===== src/rtl/dsm_interp_pkg.sv =====
// dsm_interp_pkg: shared defaults and FSM encoding for the dsm_interp upsampler.
//   DATA_W_DEF       sample / vin width (shared with dsm_top)
//   RATIO_LOG2_DEF   log2 of the interpolation ratio (shared with dsm_top)
//   FIFO_DEPTH_DEF   input buffer entries
//   interp_state_e   StIdle = 1'b0, StRun = 1'b1
package dsm_interp_pkg;

    localparam int unsigned DATA_W_DEF     = 15;
    localparam int unsigned RATIO_LOG2_DEF = 3;
    localparam int unsigned FIFO_DEPTH_DEF = 4;

    typedef enum logic {
        StIdle = 1'b0,
        StRun  = 1'b1
    } interp_state_e;

endpackage


===== src/rtl/dsm_interp_fifo.sv =====
// dsm_interp_fifo: synchronous FIFO with a registered head entry.
//   clock  in   rising-edge clock
//   reset  in   asynchronous, active-high; empties the FIFO
//   push   in   write din when not full
//   din    in   WIDTH data in
//   pop    in   consume the head entry when not empty
//   dout   out  WIDTH registered head entry
//   full   out  DEPTH entries held (head included)
//   empty  out  no head entry available
module dsm_interp_fifo
    import dsm_interp_pkg::*;
#(
    parameter int unsigned WIDTH = DATA_W_DEF,
    parameter int unsigned DEPTH = FIFO_DEPTH_DEF
) (
    input  logic             clock,
    input  logic             reset,
    input  logic             push,
    input  logic [WIDTH-1:0] din,
    input  logic             pop,
    output logic [WIDTH-1:0] dout,
    output logic             full,
    output logic             empty
);

    localparam int unsigned PTR_W = (DEPTH > 1) ? $clog2(DEPTH) : 1;
    localparam int unsigned CNT_W = $clog2(DEPTH) + 1;

    logic [WIDTH-1:0] mem [DEPTH];

    logic [PTR_W-1:0] wr_ptr_q, wr_ptr_d;
    logic [PTR_W-1:0] rd_ptr_q, rd_ptr_d;
    logic [CNT_W-1:0] count_q, count_d;   // entries in mem, head excluded
    logic             head_valid_q, head_valid_d;
    logic [WIDTH-1:0] dout_q, dout_d;

    logic [CNT_W-1:0] total;
    logic             do_push;
    logic             do_pop;
    logic             refill;

    // Capacity counts the head register, so in_ready tracks real storage.
    assign total   = count_q + CNT_W'(head_valid_q);
    assign full    = (total == CNT_W'(DEPTH));
    assign empty   = !head_valid_q;
    assign dout    = dout_q;
    assign do_push = push && !full;
    assign do_pop  = pop && head_valid_q;
    // Head reloads from mem whenever it is free or being consumed.
    assign refill  = (!head_valid_q || do_pop) && (count_q != '0);

    always_comb begin
        wr_ptr_d     = wr_ptr_q;
        rd_ptr_d     = rd_ptr_q;
        count_d      = count_q;
        head_valid_d = head_valid_q;
        dout_d       = dout_q;
        if (do_push) begin
            wr_ptr_d = wr_ptr_q + PTR_W'(1);
            count_d  = count_d + CNT_W'(1);
        end
        if (refill) begin
            rd_ptr_d     = rd_ptr_q + PTR_W'(1);
            count_d      = count_d - CNT_W'(1);
            head_valid_d = 1'b1;
            dout_d       = mem[rd_ptr_q];
        end else if (do_pop) begin
            head_valid_d = 1'b0;
        end
    end

    always_ff @(posedge clock or posedge reset) begin
        if (reset) begin
            wr_ptr_q     <= '0;
            rd_ptr_q     <= '0;
            count_q      <= '0;
            head_valid_q <= 1'b0;
            dout_q       <= '0;
        end else begin
            wr_ptr_q     <= wr_ptr_d;
            rd_ptr_q     <= rd_ptr_d;
            count_q      <= count_d;
            head_valid_q <= head_valid_d;
            dout_q       <= dout_d;
        end
    end

    always_ff @(posedge clock) begin
        if (do_push) begin
            mem[wr_ptr_q] <= din;
        end
    end

endmodule


===== src/rtl/dsm_interp.sv =====
// dsm_interp: linear-interpolation upsampler feeding dsm_top.vin.
//   clock      in   system clock, rising edge
//   reset      in   asynchronous, active-high; clears all state
//   in_data    in   DATA_W signed input sample
//   in_valid   in   in_data valid
//   in_ready   out  FIFO not full; transfer on in_valid & in_ready
//   vin        out  DATA_W signed interpolated sample, straight slice of acc
//   underflow  out  one-cycle pulse after a segment ended with the FIFO empty
module dsm_interp
    import dsm_interp_pkg::*;
#(
    parameter int unsigned DATA_W     = DATA_W_DEF,
    parameter int unsigned RATIO_LOG2 = RATIO_LOG2_DEF,
    parameter int unsigned FIFO_DEPTH = FIFO_DEPTH_DEF
) (
    input  logic              clock,
    input  logic              reset,
    input  logic [DATA_W-1:0] in_data,
    input  logic              in_valid,
    output logic              in_ready,
    output logic [DATA_W-1:0] vin,
    output logic              underflow
);

    localparam int unsigned ACC_W   = DATA_W + RATIO_LOG2;
    localparam int unsigned DELTA_W = DATA_W + 1;
    localparam logic [RATIO_LOG2-1:0] PHASE_LAST = {RATIO_LOG2{1'b1}};

    logic              fifo_pop;
    logic [DATA_W-1:0] fifo_dout;
    logic              fifo_full;
    logic              fifo_empty;

    dsm_interp_fifo #(
        .WIDTH (DATA_W),
        .DEPTH (FIFO_DEPTH)
    ) u_fifo (
        .clock (clock),
        .reset (reset),
        .push  (in_valid),
        .din   (in_data),
        .pop   (fifo_pop),
        .dout  (fifo_dout),
        .full  (fifo_full),
        .empty (fifo_empty)
    );

    assign in_ready = !fifo_full;

    interp_state_e            state_q, state_d;
    logic [DATA_W-1:0]        prev_q, prev_d;
    logic [DATA_W-1:0]        cur_q, cur_d;
    logic signed [DELTA_W-1:0] delta_q, delta_d;
    logic signed [ACC_W-1:0]  acc_q, acc_d;
    logic [RATIO_LOG2-1:0]    phase_q, phase_d;
    logic                     underflow_q, underflow_d;

    logic signed [ACC_W-1:0]  cur_scaled;
    logic signed [ACC_W-1:0]  delta_ext;
    logic signed [DELTA_W-1:0] delta_new;

    // A segment always starts from the old cur, so the new acc base is cur*R.
    assign cur_scaled = {cur_q, {RATIO_LOG2{1'b0}}};
    assign delta_ext  = ACC_W'(delta_q);
    // Exact DATA_W+1 difference between the incoming sample and the old cur.
    assign delta_new  = {fifo_dout[DATA_W-1], fifo_dout} - {cur_q[DATA_W-1], cur_q};

    always_comb begin
        state_d     = state_q;
        prev_d      = prev_q;
        cur_d       = cur_q;
        delta_d     = delta_q;
        acc_d       = acc_q;
        phase_d     = phase_q;
        underflow_d = 1'b0;
        fifo_pop    = 1'b0;
        unique case (state_q)
            StIdle: begin
                if (!fifo_empty) begin
                    fifo_pop = 1'b1;
                    prev_d   = cur_q;
                    cur_d    = fifo_dout;
                    delta_d  = delta_new;
                    acc_d    = cur_scaled;
                    phase_d  = '0;
                    state_d  = StRun;
                end
            end
            StRun: begin
                if (phase_q != PHASE_LAST) begin
                    acc_d   = acc_q + delta_ext;
                    phase_d = phase_q + RATIO_LOG2'(1);
                end else if (!fifo_empty) begin
                    fifo_pop = 1'b1;
                    prev_d   = cur_q;
                    cur_d    = fifo_dout;
                    delta_d  = delta_new;
                    acc_d    = cur_scaled;
                    phase_d  = '0;
                end else begin
                    // Starved: hold flat at cur and flag it.
                    prev_d      = cur_q;
                    delta_d     = '0;
                    acc_d       = cur_scaled;
                    phase_d     = '0;
                    underflow_d = 1'b1;
                end
            end
        endcase
    end

    always_ff @(posedge clock or posedge reset) begin
        if (reset) begin
            state_q     <= StIdle;
            prev_q      <= '0;
            cur_q       <= '0;
            delta_q     <= '0;
            acc_q       <= '0;
            phase_q     <= '0;
            underflow_q <= 1'b0;
        end else begin
            state_q     <= state_d;
            prev_q      <= prev_d;
            cur_q       <= cur_d;
            delta_q     <= delta_d;
            acc_q       <= acc_d;
            phase_q     <= phase_d;
            underflow_q <= underflow_d;
        end
    end

    assign vin       = acc_q[ACC_W-1:RATIO_LOG2];
    assign underflow = underflow_q;

endmodule

===== config.mk =====
export PLATFORM = sky130hd
export DESIGN_NAME = dsm_interp
export DESIGN_NICKNAME = d
export VERILOG_FILES = /design/src/rtl/dsm_interp_pkg.sv /design/src/rtl/dsm_interp_fifo.sv /design/src/rtl/dsm_interp.sv
export SDC_FILE = /design/constraint.sdc
export NUM_CORES = 1
export LEC_CHECK = 0
export CAP_MARGIN = 0
export CORE_UTILIZATION = 42
export CTS_BUF_LIST = sky130_fd_sc_hd__clkbuf_4
export CTS_CLUSTER_SIZE = 12
export DETAILED_ROUTE_END_ITERATION = 16
export PLACE_DENSITY_LB_ADDON = 0.08
export SLEW_MARGIN = 10
export SYNTH_ARGS = -nofsm -noshare
export SYNTH_HDL_FRONTEND = slang
export SYNTH_HIERARCHICAL = 1
export SYNTH_SLANG_ARGS = --single-unit

===== constraint.sdc =====
create_clock -name clock -period 4.1 [get_ports clock]
set_input_delay 0.615 -clock clock [delete_from_list [all_inputs] [get_ports clock]]
set_output_delay 0.615 -clock clock [all_outputs]
set_load 0.1 [all_outputs]

==> results.rst, run 1 <==
.. list-table::
   :header-rows: 1

   * - Metric
     - Value
   * - Overall fraction of global-route tracks in use
     - 17.62%
   * - Hold Path End
     - phase_q[0]$_DFFE_PP0P_
   * - Post CTS Setup Buffer Count
     - 0
   * - Die outline height
     - 131.8 um
   * - Number of enable flip-flop cells after synthesis
     - 60
   * - Fraction of synthesized cell area in xor and xnor cells
     - 3.905%
   * - Dominant cells by area after synthesis
     - sky130_fd_sc_hd__dfrtp_1 27%, sky130_fd_sc_hd__edfxtp_1 25%, sky130_fd_sc_hd__ha_1 7.6%
   * - Unrepaired setup endpoints after global routing
     - no
   * - Mean post-synth cell area
     - 12.10 sq um
   * - # rows
     - 47
   * - Clk Latency, worst-skew pair
     - 540 ps
   * - Minimum period implied by the final worst setup slack
     - 2746 ps
   * - Count of nets left with antenna violations after detail routing
     - 0
   * - Share of synthesized cell area in and, or, nand and nor gates
     - slightly below 8%
   * - Count of clock tree sinks
     - 137
   * - Crit Reg-Reg Startpoint
     - u_fifo/dout[0]$_DFFE_PP0P_
   * - CTS buffer count
     - 17
   * - Area used by multi-input combinational logic
     - 3000 sq um
   * - Origin of the worst min-delay path
     - phase_q[0]$_DFFE_PP0P_
   * - Synth unique cells
     - 67
   * - Final-report setup violation count
     - 0
   * - Most common flop cell mapped by yosys
     - sky130_fd_sc_hd__dfrtp_1
   * - Worst Path Required
     - about 4500 ps
   * - Cell type with the largest total area after synthesis
     - sky130_fd_sc_hd__dfrtp_1
   * - X dimension of the die
     - approximately 130 um
   * - Maximum buffer depth of the clock tree
     - 2
   * - Part of the cycle the worst path needs
     - 66.97%
   * - Clk pin slew, worst setup/hold paths
     - 120 ps
   * - Final sum of negative setup slack
     - 0 ps
   * - DR DRC count
     - 2
   * - Routed wire per std cell
     - 16.65 um
   * - Compound-Gate Fraction of Synth Area
     - 13.69%
   * - Final max-slew violation count
     - 0
   * - Most used standard cells in the synthesized netlist
     - 77 x sky130_fd_sc_hd__dfrtp_1, 60 x sky130_fd_sc_hd__edfxtp_1, 56 x sky130_fd_sc_hd__nand2_1
   * - Global-route wire length before repair
     - 23410 um
   * - Syn_nets
     - 648
   * - Share of synthesized area occupied by flip-flops and latches
     - 52.66%
   * - Worst setup SP type
     - flop
   * - Category of the critical setup timing path
     - reg2reg
   * - Data arrival, critical path
     - roughly 3200 ps
   * - Portion of netlist area occupied by mux cells
     - 8.659%
   * - First-iteration detailed-routing DRC count
     - 203
   * - Final-layout fill cell count
     - 1473
   * - Number of primary I/O pins
     - 35
   * - Starting Density
     - 42.85%
   * - Setup slack of the worst register-to-register path
     - 1350 ps
   * - Maximum fanout along the worst path
     - 3
   * - Resized Gates After CTS
     - 0
   * - Longest individual stage delay on the worst path
     - around 430 ps
   * - Cell count after synthesis
     - about 590
   * - Placer Congestion
     - 0.8766
   * - Util after Layout
     - 47.13%
   * - Violations in the final reports
     - DRC
   * - Area Growth Syn to Fin
     - 9.984%
   * - Synthesized flop and latch total
     - 137
   * - Class of the worst hold path
     - reg2reg
   * - Net count of the finished layout
     - 674
   * - Type of element capturing the critical path
     - flop
   * - Number of levels the H-tree was split into
     - 4
   * - Result of the run
     - complete, but fails checks
   * - Leftover overflow at the end of global routing
     - 0
   * - Ys Warns
     - 6
   * - Vias in the first global route
     - ~4500
   * - Worst-Margin Slew
     - between 900 and 1000 ps
   * - Count of buffers from port buffering
     - 34
   * - Hold Violations, Final
     - 0
   * - TritonCTS clock tree
     - yes
   * - Drt first pass iters
     - 11
   * - Total via count in the routed design
     - 4483
   * - CTS Hold Bufs
     - 0
   * - Largest net degree at the start of global routing
     - 55
   * - Number of antenna violations at the first check in global routing
     - 2
   * - Final HPWL from detailed placement
     - 9930 um
   * - Share of synthesized cell area in full adder, half adder and majority cells
     - just over 8%
   * - Flip-flop and latch area
     - roughly 3700 sq um
   * - Proportion of synthesized flip-flops having asynchronous set or reset
     - 56.20%
   * - Cell area after synthesis
     - 7081 sq um
   * - DIE AREA
     - 17380 sq um
   * - Fraction of final layout cells sized beyond drive strength 1
     - 12.82%
   * - Detailed Route WL
     - 14090 um
   * - Max_slew headroom
     - 33.99%
   * - Max capacitance violation total
     - 0
   * - Highest Clock Rate
     - 364.2 MHz
   * - Post-Route Skew
     - 21.58 ps
   * - Core outline area
     - between 15000 and 20000 sq um
   * - Clock root cell
     - sky130_fd_sc_hd__clkbuf_4
   * - Most used standard cell by instance count after synthesis
     - sky130_fd_sc_hd__dfrtp_1
   * - WHS Path Cells
     - 1
   * - Drt via density
     - 5.299
   * - Number of cell instances on the worst register-to-register path
     - 11
   * - Critical-path cell list
     - inv_1 -> ha_1 -> inv_1 -> fa_1 -> a211oi_1 -> o21ai_1 -> a31oi_2 -> nor3_2 -> a2111oi_4 -> xor2_1 -> o21ai_1
   * - Critical register-to-register path endpoint
     - delta_q[14]$_DFFE_PP0P_
   * - Largest family of logic cells by synthesized area
     - compound AO/OA/AOI/OAI gates
   * - Top-area cell type share of the netlist area
     - 27.21%
   * - Slowest library cell on the worst path
     - sky130_fd_sc_hd__a211oi_1
worst max path at each step:
stage / from / slack, ps / end / cells past startpoint
floorplan: phase_q[0]$_DFFE_PP0P_ / 1690 / u_fifo/dout[0]$_DFFE_PP0P_ / 11
global placement: u_fifo/dout[0]$_DFFE_PP0P_ / 1420 / delta_q[14]$_DFFE_PP0P_ / 11
detailed placement: u_fifo/dout[0]$_DFFE_PP0P_ / 1390 / delta_q[14]$_DFFE_PP0P_ / 11
CTS: acc_q[12]$_DFFE_PP0P_ / 1320 / vin[9] / 1
global route: u_fifo/dout[0]$_DFFE_PP0P_ / 1240 / delta_q[14]$_DFFE_PP0P_ / 11
finish: u_fifo/dout[0]$_DFFE_PP0P_ / 1350 / delta_q[14]$_DFFE_PP0P_ / 11
placed cells by master (no fill, tap or decap), drive strengths merged, types with 9 or more instances in the layout:
cell type      count
ha                43
xnor2             16
nor2              15
clkinv            10
o21ai             53
nor2b              9
clkbuf            19
edfxtp            60
dfrtp             77
xor2              12
inv               37
mux2              15
a21oi             32
mux4              15
nand2             57
clkdlybuf4s50     33
flip-flops by register name, summed over array words and instances (netlist names):
| name | cells |
|---|---|
| acc_q | 18 |
| cur_q | 15 |
| delta_q | 16 |
| phase_q | 3 |
| state_q | 1 |
| u_fifo/count_q | 3 |
| u_fifo/dout | 15 |
| u_fifo/head_valid_q | 1 |
| u_fifo/mem | 60 |
| u_fifo/rd_ptr_q | 2 |
| u_fifo/wr_ptr_q | 2 |
| underflow | 1 |
kinds of logic (layout without fill, tap and decap cells):
kind of cell | count (synthesis) | in the layout
xor+xnor | 29 | 29
mux | 35 | 35
other cells | 0 | 2
buf+inv | 71 | 110
flops | 137 | 137
compound gates | 150 | 150
simple gates | 118 | 118
fa+ha+maj | 45 | 45
worst max-delay path, delay by kind of cell (launching register included):
| family | cells | cell delay [ps] |
|---|---|---|
| AO/OA/AOI/OAI | 5 | 1270 |
| adder cells (fa/ha/maj) | 2 | 590 |
| flip-flops | 1 | 400 |
| XOR/XNOR | 1 | 180 |
| buffers and inverters | 2 | 130 |
| AND/OR/NAND/NOR | 1 | 100 |
routing by layer:
layer  up-vias  share of wire (%)  track usage [%]
met5         -                  0                0
met4         0               0.70            5.297
met3        12                3.1            4.383
met2        66                 50            29.60
met1      2213                 46            22.48
li1       2192                  -                -
area by class of cell:
class	count	share of cell area, %
flip-flops and latches	137	47.88
multi-input cells	377	38.53
repair buffers	41	5.013
well taps	220	3.535
clock buffers	19	1.832
inverters	37	1.783
clock inverters	13	1.366
diodes	2	0.06427
stage by stage:
step                hold WS, ps  worst slack [ps]  area (sq um)  std cells
global route              527.8              1237          7787        846
detailed placement        493.2              1385          7533        812
floorplan                 453.8              1692          7081        585
finish                    508.8              1354          7787        846
global placement          484.2              1423          7533        812
CTS                       512.9              1316          7782        844
Power of run 1 is left out: the tool's default activity adds up to more than one toggle a clock period on the data nets, which glitch-free logic cannot reach.
==> run 2: changes to the inputs <==
==> constraint.sdc (replaced) <==
create_clock -name clock -period 2.45 [get_ports clock]
set_input_delay 0.3675 -clock clock [delete_from_list [all_inputs] [get_ports clock]]
set_output_delay 0.3675 -clock clock [all_outputs]
set_load 0.1 [all_outputs]
==> run 2 against run 1 <==
Against the previous run:
- the run still ends with DRC left
- via count rose by 1.7%
- non-clock buffer count is 30 higher
- critical path depth grew 1
- die area unchanged
- register-to-register slack got worse by 1300 ps
- sequential cell count unchanged
- setup slack got worse by 1300 ps
- critical endpoint is now delta_q[10]$_DFFE_PP0P_
- highest routed layer unchanged
==> results.rst, run 2 (same netlist as run 1, synthesis figures left out) <==
.. list-table::
   :header-rows: 1

   * - Metric
     - Value
   * - Maximum buffer depth of the clock tree
     - 2 (unchanged)
   * - Placer Congestion
     - 0.8567 (-2.3%)
   * - Worst-Margin Slew
     - 702.8 ps (-284.2 ps)
   * - Type of element capturing the critical path
     - flop
   * - CTS buffer count
     - 17 (unchanged)
   * - Clk Latency, worst-skew pair
     - 540 ps (about the same)
   * - Crit path buffers/inverters
     - 3 (+1)
   * - Core outline area
     - 16520 sq um (unchanged)
   * - Dominant cell type by count on the critical path
     - sky130_fd_sc_hd__inv_2
   * - Class of the worst hold path
     - in2async
   * - Number of antenna violations at the first check in global routing
     - 0 (-2)
   * - Unrepaired setup endpoints after global routing
     - yes
   * - Worst setup SP type
     - flop
   * - Register with the most flip-flops
     - u_fifo/mem
   * - Hold Violations, Final
     - 0 (unchanged)
   * - Max capacitance violation total
     - 0 (unchanged)
   * - X dimension of the die
     - 131.8 um (unchanged)
   * - Fraction of final layout cells sized beyond drive strength 1
     - 21.56% (+8.7 points)
   * - Post-Route Skew
     - 24.92 ps (+3.348 ps)
   * - Count of buffers from port buffering
     - 34 (unchanged)
   * - Drt first pass iters
     - 10 (-1)
   * - Family with the most delay on the worst path
     - compound AO/OA/AOI/OAI gates
   * - Net count of the finished layout
     - 704 (+4.5%)
   * - DIE AREA
     - 17380 sq um (unchanged)
   * - Final max-slew violation count
     - 0 (unchanged)
   * - First-iteration detailed-routing DRC count
     - 200 (-1.5%)
   * - Flip-flop count of the largest register after layout
     - 60 (unchanged)
   * - Critical-path cell list
     - inv_2 -> ha_4 -> inv_2 -> fa_2 -> a211oi_2 -> buf_4 -> o21ai_4 -> a31oi_4 -> and2b_2 -> nor2_2 -> xor2_1 -> o21ai_1
   * - Clock root cell
     - sky130_fd_sc_hd__clkbuf_4
   * - Final-layout fill cell count
     - 1481 (+0.54%)
   * - Number of levels the H-tree was split into
     - 4 (unchanged)
   * - Count of nets left with antenna violations after detail routing
     - 0 (unchanged)
   * - Violations in the final reports
     - DRC
   * - Routed wire per std cell
     - 16.14 um (-3.1%)
   * - Highest Clock Rate
     - 423.1 MHz (+16%)
   * - Data arrival, critical path
     - 2800 ps (-380 ps)
   * - Final HPWL from detailed placement
     - 10120 um (+1.9%)
   * - Drt via density
     - 5.219 (-1.5%)
   * - # rows
     - 47 (unchanged)
   * - Overall fraction of global-route tracks in use
     - 17.69% (+0.061 points)
   * - Biggest registers after layout
     - u_fifo/mem x60, acc_q x18, delta_q x16
   * - Category of the critical setup timing path
     - reg2reg
   * - Longest individual stage delay on the worst path
     - 400 ps (-30 ps)
   * - Part of the cycle the worst path needs
     - 96.47% (+30 points)
   * - Minimum period implied by the final worst setup slack
     - 2364 ps (-382.0 ps)
   * - Total via count in the routed design
     - 4561 (+1.7%)
   * - Result of the run
     - complete, but fails checks
   * - Starting Density
     - 42.85% (unchanged)
   * - Maximum fanout along the worst path
     - 3 (unchanged)
   * - Min Hold Slack
     - 198.2 ps (-310.5 ps)
   * - Die outline height
     - 131.8 um (unchanged)
   * - Area Growth Syn to Fin
     - 14.95%
   * - Slowest library cell on the worst path
     - sky130_fd_sc_hd__dfrtp_1
   * - TritonCTS clock tree
     - yes
   * - Vias in the first global route
     - 4693 (+3.6%)
   * - Worst Path Required
     - 2880 ps (-1660 ps)
   * - DR DRC count
     - 2 (unchanged)
   * - Most frequent cells in the layout
     - 76 x sky130_fd_sc_hd__dfrtp_1, 60 x sky130_fd_sc_hd__edfxtp_1, 55 x sky130_fd_sc_hd__nand2_1
   * - Antenna diode count
     - 0 (-2)
   * - Max_slew headroom
     - 53.15% (+19 points)
   * - Clk pin slew, worst setup/hold paths
     - 130 ps (about the same)
   * - Leftover overflow at the end of global routing
     - 0 (unchanged)
   * - Count of clock tree sinks
     - 137 (unchanged)
   * - Final-report setup violation count
     - 0 (unchanged)
   * - CTS Hold Bufs
     - 0 (unchanged)
   * - Global-route wire length before repair
     - 23900 um (+2.1%)
   * - Largest net degree at the start of global routing
     - 55 (unchanged)
   * - Number of primary I/O pins
     - 35 (unchanged)
   * - Detailed Route WL
     - 14100 um (about the same)
   * - Leading cell type in the layout, fill and taps excluded
     - sky130_fd_sc_hd__dfrtp_1
-- run 2: cell count changes in the layout (fill, tap and decap cells not counted), sizes merged --
cell           before  now
buf                 8   54
clkbuf             19   18
clkdlybuf4s50      33   17
clkinv             10    6
clkinvlp            2    5
diode               2    0
inv                37   39
-- run 2: worst min-delay path: cells and delay by family --
kind / cells / cell delay [ps]
buf+inv: 3 / 770
-- run 2: worst paths after layout --
| kind | from | endpoint | slack [ps] | cells past startpoint |
|---|---|---|---|---|
| setup / recovery | u_fifo/dout[0]$_DFFE_PP0P_ | delta_q[10]$_DFFE_PP0P_ | 90 | 12 |
| hold / removal | reset | u_fifo/dout[11]$_DFFE_PP0P_ | 200 | 3 |
| setup reg to reg | u_fifo/dout[0]$_DFFE_PP0P_ | delta_q[10]$_DFFE_PP0P_ | 90 | 12 |
| hold reg to reg | delta_q[6]$_DFFE_PP0P_ | delta_q[6]$_DFFE_PP0P_ | 510 | 2 |
| max in group asynchronous | reset | cur_q[9]$_DFFE_PP0P_ | 1970 | 3 |
| min in group clock | in_data[14] | u_fifo/mem[2][14]$_DFFE_PP_ | 460 | 1 |
-- run 2: timing repair --
item / 4_1_cts / 5_1_grt
gates cloned: 0 / 0
buffers inserted: 0 / 4
endpoints found under the setup margin: 2 / 11
endpoints found under the hold margin: 0 / 0
pin swaps: 1 / 15
gates resized for setup: 2 / 19
-- run 2: per-stage QoR --
step	setup slack (ps)	TNS [ps]	cells	cell area (sq um)	utilization, %
after floorplan	42.28	0	585	7081	-
after global placement	-80.20	-80.20	838	7776	47.06
after detailed placement	-92.00	-114.1	838	7776	47.06
after CTS	14.10	0	870	8043	48.67
after global routing	-57.50	-95.02	874	8139	49.25
final	86.43	0	874	8139	49.25
-- run 2: layer usage --
metal,up-vias,wire [um],global-route usage [%]
met5,-,0,0
met4,0,151,5.362
met3,14,452,4.191
li1,2258,-,-
met1,2222,6700,23.61
met2,67,6798,28.63
-- run 2: area by class of cell --
| type | count | area, sq um | share of cell area [%] |
|---|---|---|---|
| multi-input cells | 377 | 3073 | 37.76 |
| clock inverters | 14 | 123.9 | 1.522 |
| well taps | 220 | 275.3 | 3.382 |
| inverters | 37 | 138.9 | 1.706 |
| flip-flops and latches | 137 | 3730 | 45.83 |
| repair buffers | 71 | 663.1 | 8.148 |
| clock buffers | 18 | 135.1 | 1.660 |
Power of run 2 is left out for the same reason.
==> run 3: changes to the inputs <==
--- a/config.mk
+++ b/config.mk
@@ -6,7 +6,7 @@
 export NUM_CORES = 1
 export LEC_CHECK = 0
 export CAP_MARGIN = 0
-export CORE_UTILIZATION = 42
+export CORE_UTILIZATION = 57
 export CTS_BUF_LIST = sky130_fd_sc_hd__clkbuf_4
 export CTS_CLUSTER_SIZE = 12
 export DETAILED_ROUTE_END_ITERATION = 16
==> run 3 against run 2 <==
Against the previous run:
- the flow now finishes without violations
- clock skew is 6.4 ps lower
- fmax is 1.2% lower
- sequential cell count stayed put
- sequential share of layout area is 0.14 points lower
- setup slack worse by 29 ps
- cell count is 5.7% lower
- critical path depth stayed put
- worst hold slack worse by 17 ps
- non-clock buffer count is 2 higher
- highest routed layer unchanged
==> results.rst, run 3 (same netlist as run 1, synthesis figures left out) <==
.. list-table::
   :header-rows: 1

   * - Metric
     - Value
   * - Category of the critical setup timing path
     - reg2reg
   * - Detailed Route WL
     - 13610 um (-3.5%)
   * - Global-route wire length before repair
     - 22620 um (-5.4%)
   * - Total via count in the routed design
     - 4575 (+0.31%)
   * - Area used by multi-input combinational logic
     - 3064 sq um (-0.29%)
   * - Crit path buffers/inverters
     - 3 (unchanged)
   * - Net count of the finished layout
     - 706 (+0.28%)
   * - Most frequent cells in the layout
     - 75 x sky130_fd_sc_hd__dfrtp_1, 60 x sky130_fd_sc_hd__edfxtp_1, 56 x sky130_fd_sc_hd__nand2_1
   * - Overall fraction of global-route tracks in use
     - 23.35% (+5.7 points)
   * - Number of levels the H-tree was split into
     - 4 (unchanged)
   * - Count of clock tree sinks
     - 137 (unchanged)
   * - Drt first pass iters
     - 4 (-6)
   * - Flip-flop and latch area
     - 3731 sq um (about the same)
   * - Maximum buffer depth of the clock tree
     - 2 (unchanged)
   * - Critical-path cell list
     - inv_2 -> ha_4 -> inv_2 -> fa_2 -> a211oi_2 -> buf_4 -> o21ai_2 -> a31oi_2 -> nor3_2 -> a2111oi_4 -> xor2_1 -> o21ai_1
   * - Worst setup SP type
     - flop
   * - Clk Latency, worst-skew pair
     - 560 ps (+20 ps)
   * - Count of buffers from port buffering
     - 34 (unchanged)
   * - Area Growth Syn to Fin
     - 15.34%
   * - Dominant cell type by count on the critical path
     - sky130_fd_sc_hd__inv_2
   * - Clk pin slew, worst setup/hold paths
     - 130 ps (about the same)
   * - Worst Path Required
     - 2900 ps (+20 ps)
   * - Largest net degree at the start of global routing
     - 37 (-33%)
   * - CTS Hold Bufs
     - 0 (unchanged)
   * - Core outline area
     - 12060 sq um (-27%)
   * - # rows
     - 40 (-15%)
   * - Longest individual stage delay on the worst path
     - 410 ps (about the same)
   * - Flip-flop count of the largest register after layout
     - 60 (unchanged)
   * - Biggest registers after layout
     - u_fifo/mem x60, acc_q x18, delta_q x16
   * - Leftover overflow at the end of global routing
     - 0 (unchanged)
   * - Die outline height
     - 113.5 um (-14%)
   * - Clock root cell
     - sky130_fd_sc_hd__clkbuf_4
   * - Placer Congestion
     - 0.9889 (+15%)
   * - Drt via density
     - 5.552 (+6.4%)
   * - Max capacitance violation total
     - 0 (unchanged)
   * - Class of the worst hold path
     - in2async
   * - Final max-slew violation count
     - 0 (unchanged)
   * - DR DRC count
     - 0 (-2)
   * - Antenna diode count
     - 0 (unchanged)
   * - Final-layout fill cell count
     - 877 (-41%)
   * - Hold Violations, Final
     - 0 (unchanged)
   * - Starting Density
     - 58.70% (+16 points)
   * - Part of the cycle the worst path needs
     - 97.64% (+1.2 points)
   * - Family with the most delay on the worst path
     - compound AO/OA/AOI/OAI gates
   * - TritonCTS clock tree
     - yes
   * - First-iteration detailed-routing DRC count
     - 223 (+12%)
   * - Data arrival, critical path
     - 2840 ps (+40 ps)
   * - Worst-Margin Slew
     - 696.3 ps (-6.496 ps)
   * - Register with the most flip-flops
     - u_fifo/mem
   * - Routed wire per std cell
     - 16.51 um (+2.3%)
   * - Slowest library cell on the worst path
     - sky130_fd_sc_hd__dfrtp_1
   * - Util after Layout
     - 67.71% (+18 points)
   * - Final-report setup violation count
     - 0 (unchanged)
   * - Vias in the first global route
     - 4616 (-1.6%)
   * - Number of antenna violations at the first check in global routing
     - 0 (unchanged)
   * - Result of the run
     - finished clean
   * - Final HPWL from detailed placement
     - 9697 um (-4.2%)
   * - X dimension of the die
     - 113.5 um (-14%)
   * - Highest Clock Rate
     - 418.0 MHz (-1.2%)
   * - Count of nets left with antenna violations after detail routing
     - 0 (unchanged)
   * - Post-Route Skew
     - 18.54 ps (-6.386 ps)
   * - Final sum of negative setup slack
     - 0 ps (unchanged)
   * - DIE AREA
     - 12870 sq um (-26%)
   * - Type of element capturing the critical path
     - flop
   * - Fraction of final layout cells sized beyond drive strength 1
     - 22.10% (+0.54 points)
   * - CTS buffer count
     - 17 (unchanged)
   * - Leading cell type in the layout, fill and taps excluded
     - sky130_fd_sc_hd__dfrtp_1
   * - Unrepaired setup endpoints after global routing
     - yes
   * - Maximum fanout along the worst path
     - 3 (unchanged)
   * - Number of primary I/O pins
     - 35 (unchanged)
   * - Max_slew headroom
     - 53.48% (+0.33 points)
   * - Minimum period implied by the final worst setup slack
     - 2392 ps (+28.52 ps)
-- run 3: cell count changes in the layout (fill, tap and decap cells not counted), moves of 2 or more --
cell,before,now
sky130_fd_sc_hd__a31oi_2,0,2
sky130_fd_sc_hd__bufinv_16,1,5
sky130_fd_sc_hd__clkinv_4,2,4
sky130_fd_sc_hd__inv_6,3,1
sky130_fd_sc_hd__a21oi_2,2,0
sky130_fd_sc_hd__clkinvlp_4,5,3
sky130_fd_sc_hd__buf_4,47,50
sky130_fd_sc_hd__clkinv_1,3,1
-- run 3: per-layer routing --
layer / share of wire (%) / global-route usage (%) / vias up
li1: - / - / 2253
met1: 45 / 29.76 / 2203
met2: 50 / 38.61 / 92
met3: 3.2 / 4.729 / 27
met4: 2.4 / 11.05 / 0
met5: 0 / 0 / -
-- run 3: timing repair --
action	CTS	global route
setup buffers	0	8
cloned	0	0
hold endpoints to repair	0	0
resized for setup	2	19
pin swaps	3	15
endpoints found under the setup margin	11	11
-- run 3: through the flow --
stage	setup slack (ps)	hold slack, ps	area (sq um)	cells
after global placement	-45.65	471.8	7684	784
after global routing	-37.43	202.4	8167	824
after CTS	24.42	156.2	8053	816
after floorplan	42.28	369.4	7081	585
final	57.90	181.2	8167	824
after detailed placement	-141.6	478.3	7684	784
-- run 3: area by class of cell --
type / count / share of cell area, %
clock buffer: 18 / 1.655
timing repair buffer: 73 / 8.151
multi-input combinational: 377 / 37.52
sequential: 137 / 45.69
inverter: 37 / 1.701
clock inverter: 14 / 2.712
tap: 168 / 2.574
-- run 3: worst paths after layout --
path	startpoint	cells after the start	to	slack [ps]
min	reset	2	acc_q[2]$_DFFE_PP0P_	180
max	u_fifo/dout[0]$_DFFE_PP0P_	12	delta_q[14]$_DFFE_PP0P_	60
max in group asynchronous	reset	3	cur_q[13]$_DFFE_PP0P_	1720
max reg2reg	u_fifo/dout[0]$_DFFE_PP0P_	12	delta_q[14]$_DFFE_PP0P_	60
min reg2reg	delta_q[6]$_DFFE_PP0P_	2	delta_q[6]$_DFFE_PP0P_	500
min in group clock	in_data[13]	1	u_fifo/mem[1][13]$_DFFE_PP_	440
Power of run 3 is left out for the same reason.
